===== src/rtl/wfg_stim_mem_arb_pkg.sv =====
`default_nettype none
// ============================================================================
// Module : wfg_stim_mem_arb_pkg
// Brief  : Default sizing constants and round-robin helper for the stimulus
//          memory read arbiter.
// Rev    : 1.0  initial release
// ============================================================================
package wfg_stim_mem_arb_pkg;

    localparam int DEFAULT_NREQ = 2;
    localparam int DEFAULT_AW   = 10;
    localparam int DEFAULT_DW   = 32;

    // Index that follows 'last' in a ring of n requesters.
    function automatic int rr_next(input int last, input int n);
        return (last + 1 >= n) ? 0 : last + 1;
    endfunction

endpackage
`default_nettype wire


===== src/rtl/wfg_rr_picker.sv =====
`default_nettype none
// ============================================================================
// Module : wfg_rr_picker
// Brief  : Combinational rotate-priority picker; highest priority is the
//          index just after ptr, result is one-hot (or zero if no request).
// Rev    : 1.0  initial release
// ============================================================================
module wfg_rr_picker
    import wfg_stim_mem_arb_pkg::*;
#(
    parameter int NREQ = DEFAULT_NREQ,
    parameter int PW   = $clog2(DEFAULT_NREQ)
) (
    input  logic [NREQ-1:0] req,
    input  logic [PW-1:0]   ptr,
    output logic [NREQ-1:0] gnt
);

    int   w_cand;
    logic w_found;

    always_comb begin
        gnt     = '0;
        w_found = 1'b0;
        w_cand  = 0;
        for (int i = 0; i < NREQ; i++) begin
            w_cand = (rr_next(int'(ptr), NREQ) + i) % NREQ;
            if (!w_found && req[w_cand[PW-1:0]]) begin
                gnt[w_cand[PW-1:0]] = 1'b1;
                w_found             = 1'b1;
            end
        end
    end

endmodule
`default_nettype wire


===== src/rtl/wfg_stim_mem_arb.sv =====
`default_nettype none
// ============================================================================
// Module : wfg_stim_mem_arb
// Brief  : Round-robin arbiter sharing one stimulus SRAM read port among
//          NREQ requesters; one-cycle read latency, back-to-back grants.
//          Optional grant locking enabled by WFG_STIM_MEM_ARB_LOCK_EN.
// Rev    : 1.0  initial release
// ============================================================================
module wfg_stim_mem_arb
    import wfg_stim_mem_arb_pkg::*;
#(
    parameter int NREQ = DEFAULT_NREQ,
    parameter int AW   = DEFAULT_AW,
    parameter int DW   = DEFAULT_DW
) (
    input  logic             wb_clk_i,
    input  logic             wb_rst_i,
    input  logic             arb_en_i,
    input  logic [NREQ-1:0]  req_i,
    input  logic [NREQ*AW-1:0] addr_i,
`ifdef WFG_STIM_MEM_ARB_LOCK_EN
    input  logic [NREQ-1:0]  lock_i,
`endif
    output logic [NREQ-1:0]  gnt_o,
    output logic [NREQ-1:0]  rvalid_o,
    output logic [DW-1:0]    rdata_o,
    output logic             csb1,
    output logic [AW-1:0]    addr1,
    input  logic [DW-1:0]    dout1
);

    localparam int             c_PW      = $clog2(NREQ);
    localparam logic [c_PW-1:0] c_PTR_RST = c_PW'(NREQ - 1);

    logic [c_PW-1:0] r_ptr;
    logic [NREQ-1:0] r_rvalid;
    logic [NREQ-1:0] w_pick;
    logic [NREQ-1:0] w_gnt;
    logic [c_PW-1:0] w_gnt_idx;
    logic            w_lock_hold;

    wfg_rr_picker #(
        .NREQ (NREQ),
        .PW   (c_PW)
    ) u_picker (
        .req (req_i),
        .ptr (r_ptr),
        .gnt (w_pick)
    );

`ifdef WFG_STIM_MEM_ARB_LOCK_EN
    logic            r_lock_act;
    logic [NREQ-1:0] r_lock_vec;

    assign w_lock_hold = r_lock_act && arb_en_i && !wb_rst_i
                         && |(r_lock_vec & req_i & lock_i);

    always_ff @(posedge wb_clk_i) begin
        if (wb_rst_i || !arb_en_i) begin
            r_lock_act <= 1'b0;
            r_lock_vec <= '0;
        end else if (|(w_gnt & lock_i)) begin
            r_lock_act <= 1'b1;
            r_lock_vec <= w_gnt;
        end else begin
            r_lock_act <= 1'b0;
            r_lock_vec <= '0;
        end
    end

    always_comb begin
        w_gnt = '0;
        if (!wb_rst_i && arb_en_i)
            w_gnt = w_lock_hold ? r_lock_vec : w_pick;
    end
`else
    assign w_lock_hold = 1'b0;
    assign w_gnt       = (!wb_rst_i && arb_en_i) ? w_pick : '0;
`endif

    always_comb begin
        w_gnt_idx = '0;
        for (int i = 0; i < NREQ; i++)
            if (w_gnt[i]) w_gnt_idx = i[c_PW-1:0];
    end

    // A locked grant keeps the pointer where the lock began.
    always_ff @(posedge wb_clk_i) begin
        if (wb_rst_i) begin
            r_ptr    <= c_PTR_RST;
            r_rvalid <= '0;
        end else begin
            r_rvalid <= w_gnt;
            if (|w_gnt && !w_lock_hold)
                r_ptr <= w_gnt_idx;
        end
    end

    assign gnt_o    = w_gnt;
    assign csb1     = ~|w_gnt;
    assign addr1    = |w_gnt ? addr_i[w_gnt_idx*AW +: AW] : '0;
    assign rvalid_o = wb_rst_i ? '0 : r_rvalid;
    assign rdata_o  = |rvalid_o ? dout1 : '0;

endmodule
`default_nettype wire


===== config.mk =====
export PLATFORM = sky130hd
export DESIGN_NAME = wfg_stim_mem_arb
export DESIGN_NICKNAME = d
export VERILOG_FILES = /design/src/rtl/wfg_stim_mem_arb_pkg.sv /design/src/rtl/wfg_rr_picker.sv /design/src/rtl/wfg_stim_mem_arb.sv
export SDC_FILE = /design/constraint.sdc
export NUM_CORES = 1
export LEC_CHECK = 0
export BUFFER_PORTS_ARGS = -buffer_cell sky130_fd_sc_hd__clkbuf_2
export CORE_AREA = 8 8 54 56
export DETAILED_ROUTE_END_ITERATION = 10
export DIE_AREA = 0 0 62 64
export HOLD_SLACK_MARGIN = 0.12
export PLACE_DENSITY = 0.89
export SLEW_MARGIN = 10
export SYNTH_ARGS = -nofsm -noshare
export SYNTH_HDL_FRONTEND = slang
export SYNTH_SLANG_ARGS = --single-unit

===== constraint.sdc =====
create_clock -name wb_clk_i -period 1.7 [get_ports wb_clk_i]
set_input_delay 0.17 -clock wb_clk_i [delete_from_list [all_inputs] [get_ports wb_clk_i]]
set_output_delay 0.17 -clock wb_clk_i [all_outputs]
set_load 0.01 [all_outputs]

==> qor.yml, run 1 <==
outcome:
  status: "finished clean"
power:
  ir_worst_vdd_uv: 212
  totalPowerFinal_uw: 388
  pwr_density_cell_nw_per_um2: 355
  leakagePower_uw: 0.000704
yosys:
  avgSynthCellArea_um2: 6.09
  ys_types: 18
  ys.flop_type: "dfxtp_1"
  synth_area_leader_cell: "and2_1"
  synth-seq-cells: 3
  yosys_warnings: 0
  synthCells: 89
  yosysTopAreaCellShare: 0.370
  seq_area_frac_synth: 0.111
  synth_edf_count: 0
  synth_nets: 146
  synth_area_leaders: "and2_1 37%, nand2_1 15%, a21oi_1 12%"
  synth.cell_area_um2: 542
  async_reset_ff_frac: 0
grt:
  first_global_vias: 893
  grt_max_degree: 33
  grt_first_pass_wirelength_mm: 3.80
  grt.total_usage: 0.124
  antenna_found_initial: 0
  overflow: 0
timing:
  rsz0062_at_grt: "false"
  tightest_slew_ns: 0.704
  final.setup.tns_ns: 0
  finClkSkew_ns: 0.00155
  finalHoldViolations: 0
  setup_viol: 0
  period_minus_slack_ns: 1.50
  min_period_over_period: 0.879
  relSlewSlack: 0.527
  fmax_mhz: 669
  maxSlewViolCount: 0
  fin_ws_ns: 0.205
clock_network:
  numCtsBuffers: 3
  post_cts_buffers: 0
  cts_root_buf: "clkbuf_4"
  clockBufferDepth: 2
  cts.sinks: 3
  path_clk_slew_ns: 0.04
  htreeDepth: 1
  clkLatencyLatePin_ns: 0.23
  cts_tree: "built"
  hold_buffers: 0
final_layout:
  drive_gt1_frac: 0.597
  n_antenna_cell: 0
  mostFrequentLayoutCells: "103 x clkbuf_2, 32 x and2_1, 21 x nand2_1"
  layout_commonest_cell: "clkbuf_2"
  area_growth_pct: 102
  nNetsFinal: 249
  final_util: 0.520
route:
  drt_first_pass_iters: 4
  postRouteAntennaNets: 0
  drt_drc_violations_left: 0
  wl_mm: 2.68
  wl_per_cell_um: 12.2
  drtIter0Drc: 25
  viasPerCell: 4.26
  vias: 933
placed_design:
  place_hpwl_mm: 2.46
  place_worst_setup_slack_ns: 0.0730
  gp_congestion: 0.707
  io_buffers: 103
setup_path:
  cp_max_fo: 10
  required_ns: 1.53
  r2r_end: "r_rvalid[1]$_SDFF_PP0_"
  cpMaxStageDelayCell: "dfxtp_1"
  reg2reg_setup_slack_ns: 0.78
  worst-endpoint-arrival_ns: 1.33
  worstRegToRegCells: 2
  worst_setup_path_end_kind: "primary output"
  crit_chain: "a21bo_2, nand2_1, a21oi_1, clkbuf_2"
  cp-start-kind: "flip-flop"
  r2r-start: "r_ptr$_SDFFE_PP1P_"
  crit_type: "reg2out"
  crit_path_max_incr_delay_ns: 0.43
die:
  start_util: 0.257
  die_h_um: 64
  io_pins: 104
  floorplan.rows: 17
  fp.dieW_um: 62
  die_area_um2: 3970
  core_area_um2: 2110
min_path:
  min_to: "r_ptr$_SDFFE_PP1P_"
  hold_start: "wb_rst_i"
  hold_class: "in2reg"
  whs_path_depth: 2
job:
  maxCapViolCount: 0
## synth_stat cells, types with 2 or more instances
| cell type | n |
|---|---|
| a21oi_1 | 13 |
| and2_1 | 32 |
| and2_2 | 2 |
| buf_4 | 2 |
| clkbuf_2 | 3 |
| dfxtp_1 | 3 |
| nand2_1 | 21 |
| nor2_1 | 2 |
| nor2b_1 | 2 |
## report_power, final
group,switching (uW),internal [uW]
clock network,38.5,88.1
logic,85.4,98.6
registers,3.49,74.2
## cells by family (layout without fill, tap and decap cells)
| group | after synthesis | after routing | share of synthesized area |
|---|---|---|---|
| buffers and inverters | 8 | 110 | 0.0923 |
| and+or+nand+nor | 61 | 61 | 0.617 |
| AOI/OAI and AO/OA | 17 | 17 | 0.180 |
| DFF | 3 | 3 | 0.111 |
## stage by stage
stage          cell area, um2  cells  hold WS (ns)
2_1_floorplan             542     89         0.263
3_3_place_gp             1060    215         0.472
3_5_place_dp             1060    215         0.479
4_1_cts                  1090    219         0.232
5_1_grt                  1090    219         0.248
6_report                 1090    219         0.243
## area by class of cell
type	count	area, um2
Fill cell	220	1010
Timing Repair Buffer	105	531
Multi-Input combinational cell	78	439
Sequential cell	3	60.1
Tap cell	28	35.0
Clock buffer	4	26.3
Inverter	1	3.75
## worst max-delay path, delay by kind of cell, from the launching register on
kind                   cells  cell delay [ns]
DFF                        1             0.43
AOI/OAI and AO/OA          2             0.42
buffers and inverters      1             0.16
and+or+nand+nor            1             0.07
## worst max path at each step
stage	from	end	cells after the start	slack [ns]
6_report	r_ptr$_SDFFE_PP1P_	addr1[2]	4	0.20
5_1_grt	r_ptr$_SDFFE_PP1P_	addr1[8]	4	0.08
4_1_cts	r_ptr$_SDFFE_PP1P_	addr1[2]	4	0.07
3_5_place_dp	req_i[0]	addr1[2]	4	0.07
3_3_place_gp	req_i[0]	csb1	3	0.10
2_1_floorplan	r_ptr$_SDFFE_PP1P_	addr1[0]	4	0.61
## per-layer routing
metal  track usage  share of wire  vias up  wire (um)
met1        0.0975           0.30      379        803
li1              -              -      480          -
met3         0.104           0.24        2        638
met4        0.0342         0.0060        0         16
met2         0.219           0.46       72       1220
met5             0              0        -          0
## what timing repair did
action	in CTS	in global routing
gates resized for setup	0	2
endpoints found under the setup margin	0	8
endpoints found under the hold margin	0	0
## registers in the layout, summed over array words and instances (netlist names)
register,count
r_ptr,1
r_rvalid,2
Power figures use the tool's default switching activity.
==> run 2: changes to the inputs <==
- RECOVER_POWER: default -> 100
- SETUP_SLACK_MARGIN: default -> 0.2
==> run 2 against run 1 <==
Worst setup slack gained 0.049 ns. Via count grew 2.3%. Cell count up 0.91%. Critical endpoint unchanged. Sequential share of layout area increased by 0.21 points. Fmax increased by 3.4%. Hold slack is essentially flat. First-iteration DRC count is 20% higher. Largest cell class unchanged. Power rose by 0.45%.
==> qor.yml, run 2 (synthesis results as in run 1) <==
clock_network:
  clockBufferDepth: 2
  post_cts_buffers: 0
  clkLatencyLatePin_ns: 0.23
  cts_root_buf: "clkbuf_4"
  numCtsBuffers: 3
  htreeDepth: 1
  hold_buffers: 0
  cts.sinks: 3
  path_clk_slew_ns: 0.04
  cts_tree: "built"
setup_path:
  cp_max_fo: 7
  worst_setup_path_end_kind: "primary output"
  crit_type: "reg2out"
  worst-endpoint-arrival_ns: 1.28
  required_ns: 1.53
  worstRegToRegCells: 3
  cp-start-kind: "flip-flop"
route:
  wl_per_cell_um: 12.9
  drt_drc_violations_left: 0
  postRouteAntennaNets: 0
  viasPerCell: 4.32
  vias: 954
  drtIter0Drc: 30
  drt_first_pass_iters: 4
  wl_mm: 2.84
timing:
  finClkSkew_ns: 0.00224
  rsz0062_at_grt: "true"
  fin_ws_ns: 0.254
  min_period_over_period: 0.851
  fmax_mhz: 691
  period_minus_slack_ns: 1.45
  finalHoldViolations: 0
  maxSlewViolCount: 0
  setup_viol: 0
  relSlewSlack: 0.532
  final.setup.tns_ns: 0
  tightest_slew_ns: 0.698
final_layout:
  nNetsFinal: 251
  regMostFlops: "r_rvalid"
  layout_commonest_cell: "clkbuf_2"
  largest_register_ff_count: 2
  area_growth_pct: 98.8
  drive_gt1_frac: 0.415
  final.fill_count: 238
  design_area_um2: 1080
  final_cells: 221
  largestRegisters: "r_rvalid: 2 flops, r_ptr: 1 flops"
  n_antenna_cell: 0
  mostFrequentLayoutCells: "68 x clkbuf_2, 36 x clkbuf_1, 23 x and2_1"
grt:
  first_global_vias: 911
  grt_first_pass_wirelength_mm: 3.89
  grt.total_usage: 0.127
  overflow: 0
  grt_max_degree: 33
  antenna_found_initial: 0
die:
  floorplan.rows: 17
  io_pins: 104
  die_h_um: 64
  start_util: 0.257
  core_area_um2: 2110
  die_area_um2: 3970
  fp.dieW_um: 62
power:
  ir_worst_vdd_uv: 202
  pwr_density_cell_nw_per_um2: 362
  totalPowerFinal_uw: 390
  leakagePower_uw: 0.000589
min_path:
  whs_path_depth: 2
  hold_class: "in2reg"
job:
  maxCapViolCount: 0
outcome:
  status: "finished clean"
placed_design:
  dp_cells: 215
  place_worst_setup_slack_ns: 0.0730
  io_buffers: 103
  postPlaceCellArea_um2: 1060
  gp_congestion: 0.707
  place_hpwl_mm: 2.46
-- run 2: repair_timing --
item	4_1_cts	5_1_grt
cloned	1	1
gates resized for setup	4	1
pin swaps	1	1
setup endpoints to repair	12	3
-- run 2: area by class of cell --
type                    instances  area (um2)  share of cell area
repair buffers                105         490               0.455
inverters                       1        3.75             0.00348
multi-input cells              80         460               0.427
well taps                      28        35.0              0.0325
flip-flops and latches          3        61.3              0.0569
clock buffers                   4        26.3              0.0244
-- run 2: routing by layer --
layer | GRT usage | vias to the layer above | part of all wire
li1 | - | 489 | -
met1 | 0.101 | 387 | 0.31
met5 | 0 | - | 0
met4 | 0.0342 | 0 | 0.0063
met2 | 0.224 | 74 | 0.46
met3 | 0.104 | 4 | 0.22
-- run 2: path summary, 6_finish.rpt --
kind                      startpoint                endpoint  slack (ns)
setup / recovery  r_ptr$_SDFFE_PP1P_                addr1[2]        0.25
setup reg to reg  r_ptr$_SDFFE_PP1P_      r_ptr$_SDFFE_PP1P_        0.78
hold / removal              wb_rst_i      r_ptr$_SDFFE_PP1P_        0.24
hold reg to reg   r_ptr$_SDFFE_PP1P_  r_rvalid[0]$_SDFF_PP0_        0.56
-- run 2: report_power, final --
| group | internal (uW) | total, uW | switching [uW] |
|---|---|---|---|
| combinational | 94.7 | 183 | 88.5 |
| clock | 88.1 | 127 | 39.0 |
| sequential | 74.6 | 79.5 | 4.94 |
-- run 2: stage by stage --
| step | hold WS (ns) | utilization |
|---|---|---|
| 5_1_grt | 0.251 | 0.512 |
| 3_5_place_dp | 0.479 | 0.504 |
| 6_report | 0.244 | 0.512 |
| 4_1_cts | 0.238 | 0.529 |
| 3_3_place_gp | 0.472 | 0.504 |
| 2_1_floorplan | 0.263 | - |
-- run 2: worst max-delay path, cell delays in order, from the launching register on --
cell      delay, ns
dfxtp_2        0.42
a21bo_1        0.23
nand2_1        0.07
a21oi_1        0.15
clkbuf_1       0.17
